**config.mk**
```make
export PLATFORM = sky130hd
export DESIGN_NAME = scan_sel_sequencer
export DESIGN_NICKNAME = d
export VERILOG_FILES = /design/src/rtl/scan_pkg.sv /design/src/rtl/next_index_finder.sv /design/src/rtl/scan_sel_sequencer.sv
export SDC_FILE = /design/constraint.sdc
export NUM_CORES = 1
export LEC_CHECK = 0
export ABC_AREA = 0
export BUFFER_PORTS_ARGS = -buffer_cell sky130_fd_sc_hd__clkbuf_2
export CAP_MARGIN = 20
export CORE_MARGIN = 4
export CORE_UTILIZATION = 33
export DETAILED_ROUTE_END_ITERATION = 12
export PLACE_DENSITY = 0.53
export REMOVE_ABC_BUFFERS = 1
export SKIP_LAST_GASP = 1
export SLEW_MARGIN = 30
export SYNTH_ARGS = -nofsm -noshare
export SYNTH_HDL_FRONTEND = slang
export SYNTH_SLANG_ARGS = --single-unit
```
**constraint.sdc**
```tcl
create_clock -name clk -period 7.4 [get_ports clk]
set_input_delay 0.74 -clock clk [delete_from_list [all_inputs] [get_ports clk]]
set_output_delay 0.74 -clock clk [all_outputs]
set_load 0.01 [all_outputs]
```
**src/rtl/scan_pkg.sv**
```systemverilog
// Shared definitions for the display scan select sequencer.
//   NUM_POS / SEL_W : number of scan positions and index width
//   DIR_UP/DIR_DOWN : encodings of the dir input
//   sel_t           : select index type
//   scan_state_e    : sequencer run state (idle until the first valid step)
package scan_pkg;
  localparam int unsigned NUM_POS  = 8;
  localparam int unsigned SEL_W    = 3;
  localparam logic        DIR_UP   = 1'b0;
  localparam logic        DIR_DOWN = 1'b1;

  typedef logic [SEL_W-1:0] sel_t;

  typedef enum logic {
    ST_IDLE,
    ST_SCAN
  } scan_state_e;
endpackage

```
**src/rtl/next_index_finder.sv**
```systemverilog
// Combinational search for the next enabled scan position.
//   mask    : bit i set = position i is visited
//   sel     : current position
//   dir     : DIR_UP ascending, DIR_DOWN descending
//   started : 0 = pick the first position of the frame (lowest/highest set bit)
//   target  : next position (sel when mask is empty)
//   any_set : mask has at least one bit set
//   wrap    : the step to target crosses the frame boundary
module next_index_finder
  import scan_pkg::*;
(
  input  logic [NUM_POS-1:0] mask,
  input  sel_t               sel,
  input  logic               dir,
  input  logic               started,
  output sel_t               target,
  output logic               any_set,
  output logic               wrap
);

  sel_t cand;

  always_comb begin
    target  = sel;
    any_set = |mask;
    wrap    = 1'b0;
    cand    = '0;
    if (!started) begin
      // Later hits overwrite earlier ones: scanning 7..0 leaves the lowest
      // set bit, scanning 0..7 leaves the highest.
      for (int unsigned k = 0; k < NUM_POS; k++) begin
        cand = (dir == DIR_UP) ? sel_t'(NUM_POS - 1 - k) : sel_t'(k);
        if (mask[cand]) target = cand;
      end
    end else begin
      // Distances 8 down to 1 so the nearest hit wins; distance 8 aliases to
      // sel itself, covering the single-bit mask case.
      for (int unsigned k = 0; k < NUM_POS; k++) begin
        cand = (dir == DIR_UP) ? sel + sel_t'(NUM_POS - k)
                               : sel - sel_t'(NUM_POS - k);
        if (mask[cand]) target = cand;
      end
      if (any_set) wrap = (dir == DIR_UP) ? (target <= sel) : (target >= sel);
    end
  end

endmodule

```
**src/rtl/scan_sel_sequencer.sv**
```systemverilog
// Select index sequencer feeding a 3-to-8 one-hot decoder for display scan.
// Steps sel through the positions enabled in mask every DIV cycles, in the
// direction given by dir, pulsing frame_done after each wrap-around.
//   clk, rst   : clock, synchronous active-high reset
//   en         : run enable (prescaler and index freeze when low)
//   dir        : 0 ascending, 1 descending
//   mask       : positions to visit
//   sel        : registered current index
//   sel_valid  : sel may be decoded
//   frame_done : one-cycle pulse after a wrapping step
// Optional macro SCAN_BLANK_EN: holds sel_valid low for BLANK_CYCLES cycles
// starting the cycle sel changes (ghosting dead-time).
module scan_sel_sequencer
  import scan_pkg::*;
#(
  parameter int unsigned DIV          = 4,
  parameter int unsigned CNT_W        = 16,
  parameter int unsigned BLANK_CYCLES = 1
) (
  input  logic               clk,
  input  logic               rst,
  input  logic               en,
  input  logic               dir,
  input  logic [NUM_POS-1:0] mask,
  output sel_t               sel,
  output logic               sel_valid,
  output logic               frame_done
);

  scan_state_e      state_q, state_d;
  logic [CNT_W-1:0] cnt_q, cnt_d;
  sel_t             sel_q, sel_d;
  logic             valid_q, valid_d;
  logic             frame_q, frame_d;
  logic             tick;
  sel_t             target;
  logic             any_set;
  logic             wrap;

  assign tick = en && (cnt_q == CNT_W'(DIV - 1));

  next_index_finder u_finder (
    .mask    (mask),
    .sel     (sel_q),
    .dir     (dir),
    .started (state_q == ST_SCAN),
    .target  (target),
    .any_set (any_set),
    .wrap    (wrap)
  );

  always_comb begin
    cnt_d   = cnt_q;
    state_d = state_q;
    sel_d   = sel_q;
    valid_d = valid_q;
    frame_d = 1'b0;
    if (en) cnt_d = tick ? '0 : cnt_q + 1'b1;
    if (tick) begin
      if (!any_set) begin
        valid_d = 1'b0;
        state_d = ST_IDLE;
      end else begin
        sel_d   = target;
        valid_d = 1'b1;
        state_d = ST_SCAN;
        frame_d = wrap;
      end
    end
  end

  always_ff @(posedge clk) begin
    if (rst) begin
      state_q <= ST_IDLE;
      cnt_q   <= '0;
      sel_q   <= '0;
      valid_q <= 1'b0;
      frame_q <= 1'b0;
    end else begin
      state_q <= state_d;
      cnt_q   <= cnt_d;
      sel_q   <= sel_d;
      valid_q <= valid_d;
      frame_q <= frame_d;
    end
  end

  assign sel        = sel_q;
  assign frame_done = frame_q;

`ifdef SCAN_BLANK_EN
  logic [CNT_W-1:0] blank_q, blank_d;

  // Reload wins over decrement so the loaded value is seen in full.
  always_comb begin
    blank_d = blank_q;
    if (blank_q != '0) blank_d = blank_q - 1'b1;
    if (tick && any_set && (target != sel_q)) blank_d = CNT_W'(BLANK_CYCLES);
  end

  always_ff @(posedge clk) begin
    if (rst) blank_q <= '0;
    else     blank_q <= blank_d;
  end

  assign sel_valid = valid_q && (blank_q == '0);
`else
  // Dead-time length only matters when blanking is built in.
  logic [31:0] unused_blank_cycles;
  assign unused_blank_cycles = BLANK_CYCLES;
  assign sel_valid = valid_q;
`endif

endmodule

```
==> summary.txt <==
RUN STATUS
--------------------------------------------------------------------------------------
Status                                                                    complete, no violations

DIE
--------------------------------------------------------------------------------------
Number of ports placed on the die boundary                                          17
Vertical die dimension                                                    85.79 microns
Die width                                                                 85.79 microns
Core box area                                                               5886 sq um
Area of the die                                                             7360 sq um
Initial cell density of the core                                                33.93%
Standard-cell rows                                                                  28

WORST SETUP PATH
--------------------------------------------------------------------------------------
Cell type group with the largest total delay on the critical path          adder cells
Worst setup path class                                                       in -> reg
Critical Path End Type                                                            flop
Critical path arrival                                                          4590 ps
Crit-path most repeated cell                                                   a21oi_1
Series of cell instances along the critical path                          clkbuf_2 > inv_1 > fa_1 > mux4_1 > mux2_2 > a21oi_1 > o221ai_1 > a41oi_1 > nor2_1 > ha_1 > a21o_1 > a21oi_1 > xnor2_1 > a21oi_1
Worst-path fanout max                                                               19
CP Launch Type                                                            primary input
Maximum single-stage delay on the critical path                                 840 ps
Internal reg-to-reg setup slack                                                3020 ps
Crit path buffers/inverters                                                          2
Library cell contributing the largest single delay on the critical path           fa_1
Critical path required time                                                    7560 ps

STA
--------------------------------------------------------------------------------------
Worst relative slew slack                                                       52.67%
Worst Hold Margin                                                             495.2 ps
Period utilization                                                              59.96%
Maximum clock frequency                                                      225.4 MHz
Worst-case setup margin in the final layout                                    2963 ps
Setup repair after global routing missed its margin                                 no
Number of failing hold endpoints at the final stage                                  0
Accumulated negative setup slack                                                  0 ps
Slew of the pin with the lowest slew margin                                   709.0 ps
Final-report max-slew violation count                                                0
Minimum period implied by the final worst setup slack                          4437 ps
Clock Skew                                                                    7.230 ps
Setup-failing EPs final                                                              0

FLOW RUN
--------------------------------------------------------------------------------------
Maxcap violations                                                                    0

GLOBAL ROUTE
--------------------------------------------------------------------------------------
Via count of the first global-routing pass                                        1532
Overall global routing resource usage                                           12.10%
Antenna violations before repair                                                     0
Largest net degree at the start of global routing                                   20
Residual overflow from global routing                                                0
First-pass GRT wire length                                                    7.334 mm

YOSYS
--------------------------------------------------------------------------------------
Number of flops mapped to enable cells by yosys                                      0
Warning count from the yosys run                                                     0
Cell taking the most area after synthesis                                      dfxtp_1
Mapped Area                                                                 1997 sq um
Async set or reset register ratio after synthesis                                   0%
Count of unique library cells instantiated by Yosys                                 59
Leading register cell type out of synthesis                                    dfxtp_1
Flip-flop and latch count after synthesis                                           21
Post-Synthesis Mean Instance Area                                          8.758 sq um
Area share of the largest cell type after synthesis                             21.05%
Sequential share of the synthesized area                                        21.05%
Main area contributors after synthesis                                    dfxtp_1 (21%), mux4_2 (9.0%), a21oi_1 (4.8%)
Number of instances in the synthesized netlist                                     228

ROUTE
--------------------------------------------------------------------------------------
WL final                                                                      4.399 mm
Initial DRC Count                                                                  137
TritonRoute pass-1 iters                                                             4
Drc violations                                                                       0
Remaining antenna violation count after routing                                      0
Vias per std cell                                                                5.489
Post-DR wirelength/cell                                                   14.14 microns
Number of vias after detailed routing                                             1707

PLACED DESIGN
--------------------------------------------------------------------------------------
Total instance count after detailed placement                                      307
Detailed placer's ending HPWL                                                 3.328 mm
Port buffer count                                                                   16
Worst slack at placement                                                       2700 ps
Routability Congestion                                                          0.7803

PWR
--------------------------------------------------------------------------------------
Total power                                                                   268.6 uW
Power Density                                                             125.4 nW/um^2
Worst supply voltage drop on vdd                                          0.00006914 V
Reported leakage power                                                    0.0007613 uW

CLOCK NETWORK
--------------------------------------------------------------------------------------
Maximum clock insertion buffer count                                                 2
TritonCTS clock tree                                                               yes
Clock-pin transition on the worst setup and hold timing paths                    80 ps
Post-CTS setup repair buffer count                                                   0
CTS H-tree depth                                                                     1
Root buf cell                                                                 clkbuf_8
Cts repair resizes                                                                   0
Worst-Skew Late Latency                                                         260 ps
Number of buffers inserted during clock tree synthesis                               3
Number of buffers inserted for hold repair after clock tree synthesis                0
TritonCTS sink count                                                                21

CELLS AND AREA
--------------------------------------------------------------------------------------
Final-stage net count                                                              257
Ant diodes                                                                           0
Highest-count cells in the layout ignoring fill and taps                  nor2_1 (25), dfxtp_1 (21), a21oi_1 (19)
Relative area change from synthesis to final layout                             7.268%
Count of non-filler cells in the finished layout                                   311
Fraction of layout cells with a size suffix above 1                             14.83%
Commonest non-fill, non-tap cell in the layout                                  nor2_1

HOLD PATH
--------------------------------------------------------------------------------------
Type of the worst min-delay path                                            reg -> reg

## worst min-delay path: stages (launching register included)
cell and delay (ps):
dfxtp_1 330, nand2b_1 70, a21oi_1 50
## metal layers
metal,vias up,wire [microns],track usage [%]
met5,-,0,0
met4,0,51,2.878
met3,4,117,1.921
met2,32,1951,18.50
met1,808,2278,17.84
li1,863,-,-
## where the power goes
part	internal (uW)	switching, uW
sequential	114	1.62
combinational	34.8	42.2
clock	38.4	37.6
total	187	81.4
## registers in the layout, summed over array words and instances, names as in the netlist
name and cells:
sel_valid 1, frame_done 1, sel 3, cnt_q 16
## area by class of cell
| class | instances | area, sq um |
|---|---|---|
| Clock buffer | 4 | 45.04 |
| Tap cell | 75 | 93.84 |
| Fill cell | 618 | 3744 |
| Sequential cell | 21 | 420.4 |
| Multi-Input combinational cell | 183 | 1458 |
| Inverter | 12 | 45.04 |
| Timing Repair Buffer | 16 | 80.08 |
## cells in the mapped netlist (all sizes together), types with 2 or more instances
cell type	instances
a211oi	2
a21oi	19
a22oi	3
and2	2
buf	7
clkbuf	5
dfxtp	21
fa	2
ha	6
inv	12
mux2	3
mux2i	7
mux4	10
nand2	9
nand2b	4
nand3	7
nand3b	2
nand4	5
nor2	25
nor2b	5
nor3	3
nor4	6
nor4b	2
o21ai	10
o21bai	3
o31ai	3
o32ai	2
or3	5
or3b	2
xnor2	8
xnor3	2
xor2	7
## metrics by stage
step / utilization [%] / area (sq um)
after floorplan: - / 1923
after global placement: 35.63 / 2097
after detailed placement: 35.63 / 2097
after CTS: 36.39 / 2142
after global routing: 36.39 / 2142
final: 36.39 / 2142
## cell families after synthesis
kind of cell | after synthesis | share of synthesized area [%]
xor gates and xnor gates | 18 | 10.02
and+or+nand+nor | 82 | 21.87
AOI/OAI and AO/OA | 55 | 18.48
buffers and inverters | 24 | 5.952
muxes | 20 | 16.85
adders and majority gates | 8 | 5.764
DFF | 21 | 21.05
## final timing paths
| check | from | endpoint | cells past startpoint |
|---|---|---|---|
| worst max-delay path | dir | frame_done | 14 |
| worst max register to register | sel[0] | frame_done | 13 |
| worst min register to register | cnt_q[1] | cnt_q[1] | 2 |
| worst min-delay path | cnt_q[1] | cnt_q[1] | 2 |
Power figures use the tool's default switching activity.
